--- src/rtl/gb_lcd_capture.sv ---
// gb_lcd_capture: synchronise/deglitch the Game Boy LCD bus and emit one framebuffer write per pixel.
module gb_lcd_capture #(
   parameter int H_PIXELS = 160,
   parameter int V_LINES  = 144,
   parameter int ADDR_W   = 15,
   parameter int FILTER   = 2
) (
   input  logic              clk,
   input  logic              rst,
   input  logic [1:0]        idata,
   input  logic              iclk,
   input  logic              ihsync,
   input  logic              ivsync,
   output logic [ADDR_W-1:0] wr_addr,
   output logic [1:0]        wr_data,
   output logic              wr_en,
   output logic              frame_start,
   output logic              line_err,
   output logic              frame_err,
   output logic              locked
);
   localparam int RW = $clog2(V_LINES + 1);
   localparam int CW = $clog2(H_PIXELS + 2);
   localparam logic [RW-1:0] VL  = RW'(V_LINES);
   localparam logic [CW-1:0] HP  = CW'(H_PIXELS);
   localparam logic [CW-1:0] HP1 = CW'(H_PIXELS + 1);

   // bit 2 = vsync, bit 1 = hsync, bit 0 = pixel clock
   logic [2:0] s1_q, f_q, f_d, all1, all0, ev_d, ev_q, ev2_q;
   logic [2:0] win_q [FILTER];
   logic [1:0] d1_q, pd_q, pd2_q;
   logic [1:0] dwin_q [FILTER];
   logic [RW-1:0] row_q, row_d, lines_q, lines_d;
   logic [CW-1:0] col_q, col_d;
   logic armed_q, armed_d, ef_q, ef_d, locked_q, locked_d;
   logic we_q, we_d, fs_q, fs_d, le_q, le_d, fe_q, fe_d;
   logic [ADDR_W-1:0] wa_q, wa_d;
   logic [1:0] wd_q, wd_d;

   always_comb begin
      all1 = '1;
      all0 = '1;
      for (int k = 0; k < FILTER; k++) begin
         all1 &= win_q[k];
         all0 &= ~win_q[k];
      end
      f_d  = (f_q | all1) & ~all0;
      ev_d = {f_d[2] & ~f_q[2], f_d[1] & ~f_q[1], ~f_d[0] & f_q[0]};
   end

   // events resolve in the order vsync, hsync, pixel within one cycle
   always_comb begin
      row_d    = row_q;
      col_d    = col_q;
      lines_d  = lines_q;
      armed_d  = armed_q;
      ef_d     = ef_q;
      locked_d = locked_q;
      we_d     = 1'b0;
      fs_d     = 1'b0;
      le_d     = 1'b0;
      fe_d     = 1'b0;
      wa_d     = wa_q;
      wd_d     = wd_q;
      if (ev2_q[2]) begin
         fs_d = 1'b1;
         if (armed_d && lines_d != VL) begin
            fe_d     = 1'b1;
            locked_d = 1'b0;
         end else if (armed_d && !ef_d) locked_d = 1'b1;
         row_d   = '0;
         col_d   = '0;
         lines_d = '0;
         armed_d = 1'b1;
         ef_d    = 1'b0;
      end
      if (ev2_q[1] && col_d != '0) begin
         row_d   = (row_d == VL) ? row_d : row_d + 1'b1;
         lines_d = (lines_d == VL) ? lines_d : lines_d + 1'b1;
         if (col_d != HP) begin
            le_d     = 1'b1;
            ef_d     = 1'b1;
            locked_d = 1'b0;
         end
         col_d = '0;
      end
      if (ev2_q[0] && armed_d) begin
         if (col_d < HP && row_d < VL) begin
            we_d = 1'b1;
            wa_d = ADDR_W'(row_d) * ADDR_W'(H_PIXELS) + ADDR_W'(col_d);
            wd_d = ~pd2_q;
         end
         col_d = (col_d == HP1) ? col_d : col_d + 1'b1;
      end
   end

   always_ff @(posedge clk or posedge rst) begin
      if (rst) begin
         s1_q <= '0;
         d1_q <= '0;
         for (int k = 0; k < FILTER; k++) begin
            win_q[k]  <= '0;
            dwin_q[k] <= '0;
         end
         f_q      <= '0;
         ev_q     <= '0;
         ev2_q    <= '0;
         pd_q     <= '0;
         pd2_q    <= '0;
         row_q    <= '0;
         col_q    <= '0;
         lines_q  <= '0;
         armed_q  <= 1'b0;
         ef_q     <= 1'b0;
         locked_q <= 1'b0;
         we_q     <= 1'b0;
         fs_q     <= 1'b0;
         le_q     <= 1'b0;
         fe_q     <= 1'b0;
         wa_q     <= '0;
         wd_q     <= '0;
      end else begin
         s1_q      <= {ivsync, ihsync, iclk};
         d1_q      <= idata;
         win_q[0]  <= s1_q;
         dwin_q[0] <= d1_q;
         for (int k = 1; k < FILTER; k++) begin
            win_q[k]  <= win_q[k-1];
            dwin_q[k] <= dwin_q[k-1];
         end
         f_q      <= f_d;
         ev_q     <= ev_d;
         pd_q     <= dwin_q[FILTER-1];
         ev2_q    <= ev_q;
         pd2_q    <= pd_q;
         row_q    <= row_d;
         col_q    <= col_d;
         lines_q  <= lines_d;
         armed_q  <= armed_d;
         ef_q     <= ef_d;
         locked_q <= locked_d;
         we_q     <= we_d;
         fs_q     <= fs_d;
         le_q     <= le_d;
         fe_q     <= fe_d;
         wa_q     <= wa_d;
         wd_q     <= wd_d;
      end
   end

   assign wr_addr     = wa_q;
   assign wr_data     = wd_q;
   assign wr_en       = we_q;
   assign frame_start = fs_q;
   assign line_err    = le_q;
   assign frame_err   = fe_q;
   assign locked      = locked_q;
endmodule

--- config.mk ---
export PLATFORM = sky130hd
export DESIGN_NAME = gb_lcd_capture
export DESIGN_NICKNAME = d
export VERILOG_FILES = /design/src/rtl/gb_lcd_capture.sv
export SDC_FILE = /design/constraint.sdc
export NUM_CORES = 1
export LEC_CHECK = 0
export CAP_MARGIN = 0
export CORE_MARGIN = 3
export CORE_UTILIZATION = 58
export CTS_CLUSTER_SIZE = 30
export DETAILED_ROUTE_END_ITERATION = 8
export PLACE_DENSITY_LB_ADDON = 0.3
export SLEW_MARGIN = 10
export SYNTH_ARGS = -nofsm -noshare
export SYNTH_HDL_FRONTEND = slang
export SYNTH_SLANG_ARGS = --single-unit
--- constraint.sdc ---
create_clock -name clk -period 6 [get_ports clk]
set_input_delay 1.2 -clock clk [delete_from_list [all_inputs] [get_ports clk]]
set_output_delay 1.2 -clock clk [all_outputs]
set_load 0.005 [all_outputs]
### Yosys cells after proc, flatten, opt, wreduce, memory -nomap -nowiden

Index checks and enable logic that the tools add are counted.

* reduce and logical (&&, ||, !) cells: 8
* $lt $le $gt $ge: 2
* $mul: 1
* bitwise operators: 14
* add/sub/neg operators: 4
* equality and inequality tests: 5
* multiplexer cells: 26

Operator list (number)
* 8-bit two-way mux: 10
* 8-bit by 1-bit adder with 8-bit output, second input constant: 3
* 8-bit equality test, second input constant: 3
* 8-bit < comparator, second input constant: 2
* 1-bit two-way mux: 16
* 8-bit != test, second input constant: 2
* 15-bit by 8-bit adder with 15-bit output: 1
* 8-bit by 3-bit multiplier with 10-bit output, second input constant: 1
* 3-bit AND: 3
* 3-bit inverter: 3
* 8-bit nonzero test: 1
* 1-bit logical AND: 5
* 1-bit AND: 3
* 1-bit inverter: 3
* 3-bit bitwise OR: 1
* 2-bit inverter: 1
* 2-bit AND reduction: 1
* 1-bit logical NOT: 1

* logic and storage cells: 83
* input bits: 7
* bits in registers: 76
* output and inout bits: 22

### Longest topological paths before layout

Gate-level depths: netlist of the first run.

* word-level depth: 8
* mapped depth: 19
* depth with buffers taken out: 18

### Worst setup path before layout of the first run

OpenSTA, ideal clock, no wires.

* kind: register to register
* start: register ev2_q[2]
* end: register wa_q[14] (netlist: wr_addr[14])
* data required time: 5.923 ns
* period minus slack after synthesis: 4.155 ns
* library setup time: 0.077 ns
* arrival: 4.078 ns
* setup slack: 1.845 ns
* cell stages (with the launch flop): 18
* path buffers: 1
* cells stage by stage: dfrtp_1 clkbuf_1 nor2b_1 inv_1 ha_1 nor4bb_1 nand3_1 nand2_1 o31ai_1 ha_1 ha_1 fa_1 o211a_1 o21ai_0 nor4b_1 nand3_1 xnor3_1 a21oi_1

* word-level cells in the longest chain between the ends: 7
* elaborated cells on any way between the ends: 17
* those cells by class: add/sub (2); mul (1); order compare (2); eq/ne (1); mux (6); reduce/logical (5)

Ends and longest elaborated chain
* from (decl): RTL line 29 `logic [2:0] s1_q, f_q, f_d, all1, all0, ev_d, ev_q, ev2_q;`
* from (signal assigned): RTL line 134 `ev2_q <= ev_q;`
* 8-bit two-way mux: RTL line 65 `if (ev2_q[2]) begin`
* 8-bit by 1-bit adder with 8-bit output, or another cell as far along: RTL line 78 `row_d = (row_d == VL) ? row_d : row_d + 1'b1;`
* 8-bit two-way mux or 1-bit logical AND (tied branches): RTL line 78, 77
* 8-bit two-way mux (*): RTL line 77 `if (ev2_q[1] && col_d != '0) begin`
* named net row_d[3]: RTL line 33 `logic [RW-1:0] row_q, row_d, lines_q, lines_d;`
* branches (longest 3 deep; another with 15-bit by 8-bit adder with 15-bit output)
* to (signal assigned): RTL line 146 `wa_q <= wa_d;`
* to (decl): RTL line 37 `logic [ADDR_W-1:0] wa_q, wa_d;`

Mark *: on every way through the listed nets, which the timed path passes.
A chain may end at the register's enable or synchronous reset.

### Final worst setup path of the first run

Same ends and word-level chain as after synthesis.

==> impl_metrics.py, run 1 <==
metrics = {
    "outcome": {
        "status": "completed",
    },
    "die": {
        "io_pins": 29,
        "design.core.area_um2": 5710,
        "die_x_um": 84.3,
        "die_area_um2": 7110,
        "start_util": 0.623,
        "die_y_um": 84.3,
        "rows": 27,
    },
    "clock_tree": {
        "clk_pin_slew_ps": 90,
        "cts_resized": 0,
        "cts_max_path_buffers": 2,
        "clock-sinks": 76,
        "clockRootBuffer": "clkbuf_8",
        "numCtsBuffers": 9,
        "cts_setup_buffers": 0,
        "cts_tree": "built",
        "htreeDepth": 3,
        "clk_latency_ps": 360,
        "holdBufCountCts": 0,
    },
    "synthesis": {
        "synth_nets": 337,
        "syn_inst": 308,
        "avgSynthCellArea_um2": 11.6,
        "synth.distinct_cells": 53,
        "synth_seq_cells": 76,
        "ys_seq_area_frac": 0.534,
        "synth_edf_count": 0,
        "async_flop_share": 1.00,
        "ys_warn_count": 0,
        "synth_top_flop_cell": "dfrtp_1",
        "synth_area_um2": 3560,
    },
    "power": {
        "ir_drop_mv": 0.295,
        "p_leak_nw": 1.95,
        "p_per_area_nw_per_um2": 312,
    },
    "worst_setup_path": {
        "crit_path_end_kind": "flip-flop",
        "crit_type": "flip-flop to flip-flop",
        "rrSetupSlack_ps": 1170,
        "crit_fanout": 18,
        "worstPathArrival_ps": 5110,
        "crit_required_ps": 6280,
        "worst_setup_path_start_kind": "flip-flop",
    },
    "final_layout": {
        "drive_above_1_share": 0.101,
        "fin_util": 0.717,
        "final_cells": 420,
        "final_nets": 372,
        "final_cell_mix": "dfrtp_1 (76), nor2_1 (33), clkdlybuf4s50_1 (28)",
        "fillCellCount": 406,
        "syn_to_final_growth_pct": 15.0,
        "final_common_cell": "dfrtp_1",
        "antenna-diode-count": 0,
        "design_area_um2": 4090,
    },
    "global_route": {
        "grt_pass1_wl_mm": 11.6,
        "grt_pass1_vias": 2504,
        "grt_antenna_before_repair": 0,
        "overflow": 0,
        "grtUsageTotal": 0.203,
        "grt_max_degree": 53,
    },
    "routing": {
        "wl_per_cell_um": 15.7,
        "wl_mm": 6.59,
        "drt-initial-drc-count": 125,
        "postRouteAntennaNets": 0,
        "via_per_inst": 5.56,
        "drc": 0,
        "dr.pass1.iters": 4,
        "vias": 2335,
    },
    "sta": {
        "finalHoldViolCount": 0,
        "clock.fmax_ghz": 0.207,
        "setup_tns_ps": 0,
        "setup_ws_ps": 1170,
        "fin_crit_sh": 0.805,
        "rsz0062_at_grt": "false",
        "maxSlewViolCount": 0,
        "slew_headroom": 0.451,
        "setup_viol": 0,
        "finalClockSkew_ps": 11.0,
        "worst_slew_pin_slew_ps": 823,
        "finalCriticalPeriod_ps": 4830,
    },
    "placed_design": {
        "placed_area_um2": 3900,
        "gp_congestion": 0.854,
        "post-place-ws_ps": 1250,
        "dp_cells": 404,
        "port_buffers": 28,
        "dpl.hpwl_mm": 4.60,
    },
    "min_path": {
        "min-delay-path-class": "flip-flop to flip-flop",
    },
    "run": {
        "max-cap-violations": 0,
    },
}
[critical path, cell delays in order (launching register included)]
cell	delay [ps]
dfrtp_1	590
nand2b_1	300
a31oi_2	640
nand2_1	240
o31ai_1	460
ha_1	320
ha_1	240
fa_1	560
o211a_1	160
o21ai_0	120
nor4b_1	480
nand3_1	160
xnor3_1	350
a21oi_1	140
[final cells by class]
cell class / count / area (um2) / area share
Tap cell: 72 / 90.1 / 0.0220
Inverter: 13 / 48.8 / 0.0119
Clock inverter: 7 / 65.1 / 0.0159
Clock buffer: 9 / 124 / 0.0303
Timing Repair Buffer: 30 / 295 / 0.0722
Sequential cell: 76 / 1900 / 0.465
Multi-Input combinational cell: 213 / 1570 / 0.383
[kinds of logic (layout without fill, tap and decap cells)]
kind of cell / Yosys count / in the layout / synth area share
and+or+nand+nor: 105 / 105 / 0.153
muxes: 12 / 12 / 0.0415
DFF: 76 / 76 / 0.534
xor gates and xnor gates: 26 / 26 / 0.0679
AOI/OAI and AO/OA: 45 / 45 / 0.0883
adders and majority gates: 25 / 25 / 0.0900
buffers and inverters: 19 / 59 / 0.0253
[per-layer routing]
metal  track usage  up-vias  share of wire  routed length, um
met3        0.0707       13          0.043                284
met5             0        -              0                  0
met1         0.254     1137           0.44               2920
li1              -     1141              -                  -
met4        0.0570        0          0.014                 92
met2         0.335       44           0.50               3300
[cells in the mapped netlist, types with 2 or more instances]
| library cell | instances | area (um2) |
|---|---|---|
| mux2_2 | 6 | 67.6 |
| and3b_1 | 2 | 17.5 |
| nand3b_1 | 2 | 15.0 |
| ha_1 | 20 | 250 |
| fa_1 | 2 | 40.0 |
| o21ai_0 | 5 | 25.0 |
| xor2_1 | 12 | 105 |
| nand3_1 | 12 | 60.1 |
| inv_1 | 13 | 48.8 |
| nor2_1 | 33 | 124 |
| a211oi_1 | 2 | 15.0 |
| mux2i_1 | 2 | 20.0 |
| nand2b_1 | 7 | 43.8 |
| maj3_1 | 3 | 30.0 |
| clkbuf_1 | 4 | 15.0 |
| nor3b_1 | 3 | 22.5 |
| nor3_1 | 2 | 10.0 |
| a21oi_1 | 17 | 85.1 |
| nor4_1 | 2 | 12.5 |
| o31ai_1 | 2 | 15.0 |
| and2_1 | 4 | 25.0 |
| nor2b_1 | 4 | 25.0 |
| mux2_4 | 4 | 60.1 |
| xnor2_1 | 13 | 114 |
| nand2_1 | 21 | 78.8 |
| nand4_1 | 4 | 25.0 |
| dfrtp_1 | 76 | 1900 |
| or2_2 | 3 | 18.8 |
| o311ai_0 | 2 | 17.5 |
| a21o_1 | 3 | 22.5 |
[path summary, 6_finish.rpt]
path | cells past startpoint | startpoint | endpoint
worst max-delay path | 13 | ev2_q[2] | wr_addr[14]
worst min-delay path | 0 | dwin_q[2] | dwin_q[0]
worst max register to register | 13 | ev2_q[2] | wr_addr[14]
worst min register to register | 0 | dwin_q[2] | dwin_q[0]
max in group asynchronous | 3 | rst | lines_q[4]
min in group asynchronous | 2 | rst | win_q[1]
[state kept, by name, summed over array words and instances (netlist names), 2 cells and up]
register  flops
wr_data       2
d1_q          2
dwin_q        4
pd2_q         2
wr_addr      15
col_q         8
f_q           3
ev_q          3
row_q         8
s1_q          3
pd_q          2
lines_q       8
win_q         6
ev2_q         3
[power breakdown]
part / internal, W / total, W / switching [W]
clock network: 0.000161 / 0.000378 / 0.000217
logic: 0.000146 / 0.000270 / 0.000124
registers: 0.000580 / 0.000627 / 0.0000474
[metrics by stage]
| stage | hold WS (ps) | total power, W |
|---|---|---|
| detailed placement | 337 | 0.000905 |
| floorplan | 331 | 0.000784 |
| finish | 354 | 0.00128 |
| global route | 366 | 0.00135 |
| CTS | 359 | 0.00129 |
| global placement | 332 | 0.000893 |
(Power assumes the default switching activity.)
==> run 2: changes to the inputs <==
==> constraint.sdc (replaced) <==
create_clock -name clk -period 5 [get_ports clk]
set_input_delay 1 -clock clk [delete_from_list [all_inputs] [get_ports clk]]
set_output_delay 1 -clock clk [all_outputs]
set_load 0.005 [all_outputs]
==> run 2 against run 1 <==
Net effect:
- worst setup slack got worse by 590 ps
- first-iteration DRC count decreased by 10%
- final cell count increased by 0.48%
- critical path type unchanged
==> impl_metrics.py, run 2 (synthesis results as in run 1) <==
metrics = {
    "sta": {
        "finalHoldViolCount": 0,
        "setup_ws_ps": 578,
        "clock.fmax_ghz": 0.226,
        "hold_ws_ps": 357,
        "rsz0062_at_grt": "false",
        "finalCriticalPeriod_ps": 4420,
        "setup_tns_ps": 0,
        "finalClockSkew_ps": 10.0,
        "slew_headroom": 0.388,
        "setup_viol": 0,
        "fin_crit_sh": 0.884,
        "maxSlewViolCount": 0,
        "worst_slew_pin_slew_ps": 917,
    },
    "global_route": {
        "grt_max_degree": 57,
        "grt_pass1_vias": 2427,
        "grt_antenna_before_repair": 0,
        "grtUsageTotal": 0.188,
        "grt_pass1_wl_mm": 10.8,
        "overflow": 0,
    },
    "final_layout": {
        "syn_to_final_growth_pct": 15.8,
        "final_nets": 374,
        "final_common_cell": "dfrtp_1",
        "seq_area_um2": 1900,
        "final_cell_mix": "dfrtp_1 (76), nor2_1 (33), clkdlybuf4s50_1 (28)",
        "fillCellCount": 410,
        "antenna-diode-count": 0,
        "largest_register_ffs": 15,
        "final_cells": 422,
        "drive_above_1_share": 0.106,
        "multi_input_area_um2": 1570,
    },
    "worst_setup_path": {
        "rrSetupSlack_ps": 580,
        "crit_path_end": "wr_addr[14]",
        "worstPathArrival_ps": 4700,
        "crit_path_end_kind": "flip-flop",
        "crit_start": "ev2_q[2]",
        "worst_setup_path_start_kind": "flip-flop",
        "worst-r2r-cell-count": 16,
        "r2r-start": "ev2_q[2]",
        "crit_type": "flip-flop to flip-flop",
        "crit_required_ps": 5280,
        "crit_fanout": 18,
        "rr_endpoint": "wr_addr[14]",
    },
    "clock_tree": {
        "numCtsBuffers": 9,
        "clockRootBuffer": "clkbuf_8",
        "cts_tree": "built",
        "cts_setup_buffers": 0,
        "clock-sinks": 76,
        "cts_max_path_buffers": 2,
        "htreeDepth": 3,
        "cts_resized": 0,
        "clk_latency_ps": 350,
        "clk_pin_slew_ps": 100,
        "holdBufCountCts": 0,
    },
    "die": {
        "io_pins": 29,
        "die_x_um": 84.3,
        "die_y_um": 84.3,
        "start_util": 0.623,
        "rows": 27,
        "die_area_um2": 7110,
        "design.core.area_um2": 5710,
    },
    "routing": {
        "dr.pass1.iters": 4,
        "vias": 2347,
        "wl_mm": 6.16,
        "drt-initial-drc-count": 112,
        "top_layer_used": "met4",
        "wl_met2_mm": 2.82,
        "met3_length_um": 273,
        "via_per_inst": 5.56,
        "wl_met1_mm": 3.01,
        "postRouteAntennaNets": 0,
        "wl_per_cell_um": 14.6,
        "drc": 0,
    },
    "power": {
        "p_per_area_nw_per_um2": 373,
        "clockPowerShare": 0.301,
        "p_sw_frac": 0.303,
        "power.switching_w": 0.000466,
        "p_int_w": 0.00107,
        "ir_drop_mv": 0.308,
        "p_leak_nw": 1.97,
        "p_seq_frac": 0.488,
        "combPwrFrac": 0.211,
    },
    "min_path": {
        "min-delay-path-class": "flip-flop to flip-flop",
    },
    "outcome": {
        "status": "completed",
    },
    "placed_design": {
        "port_buffers": 28,
        "post-place-ws_ps": 603,
        "dpl.hpwl_mm": 4.34,
        "dp_cells": 406,
        "gp_congestion": 0.845,
    },
    "run": {
        "max-cap-violations": 0,
    },
}
-- run 2: worst min path at each step --
| stage | to | cells past startpoint | from | slack, ps |
|---|---|---|---|---|
| floorplan | dwin_q[0] | 0 | dwin_q[2] | 330 |
| global placement | win_q[3] | 0 | s1_q[0] | 330 |
| finish | win_q[5] | 0 | s1_q[2] | 360 |
| CTS | win_q[5] | 0 | s1_q[2] | 360 |
| global route | dwin_q[2] | 0 | d1_q[0] | 370 |
| detailed placement | ev2_q[1] | 0 | ev_q[1] | 340 |
-- run 2: cell type report --
type / instances / share of cell area
tap: 72 / 0.0219
clock inverter: 7 / 0.0185
clock buffer: 9 / 0.0301
timing repair buffer: 32 / 0.0753
multi-input combinational: 213 / 0.380
sequential: 76 / 0.462
inverter: 13 / 0.0122
-- run 2: metrics by stage --
step                power (W)  utilization  cell area [um2]
finish                0.00154        0.721             4120
global route          0.00164        0.721             4120
CTS                   0.00156        0.721             4120
detailed placement    0.00109        0.686             3920
global placement      0.00107        0.686             3920
floorplan            0.000941            -             3560
-- run 2: power by group through the flow --
stage	Clock [W]	Sequential, W	Combinational, W
after floorplan	0	0.000754	0.000186
after global placement	0	0.000758	0.000314
after detailed placement	0	0.000761	0.000326
after CTS	0.000475	0.000751	0.000329
after global routing	0.000511	0.000763	0.000361
final	0.000463	0.000751	0.000324
-- run 2: critical path, stage by stage (launching register included) --
cell and delay [ps]:
dfrtp_1 410, buf_4 200, nand2b_1 190, ha_1 200
nor4bb_1 130, nand3_1 120, nand2_1 120, o31ai_1 420
ha_1 310, ha_1 240, fa_1 560, o211a_1 150
o21ai_0 120, nor4b_1 520, nand3_1 170, xnor3_1 350
a21oi_1 140
-- run 2: metal layers --
metal / track usage / up-vias
li1: - / 1149
met1: 0.255 / 1146
met2: 0.294 / 45
met3: 0.0569 / 7
met4: 0.0526 / 0
met5: 0 / -
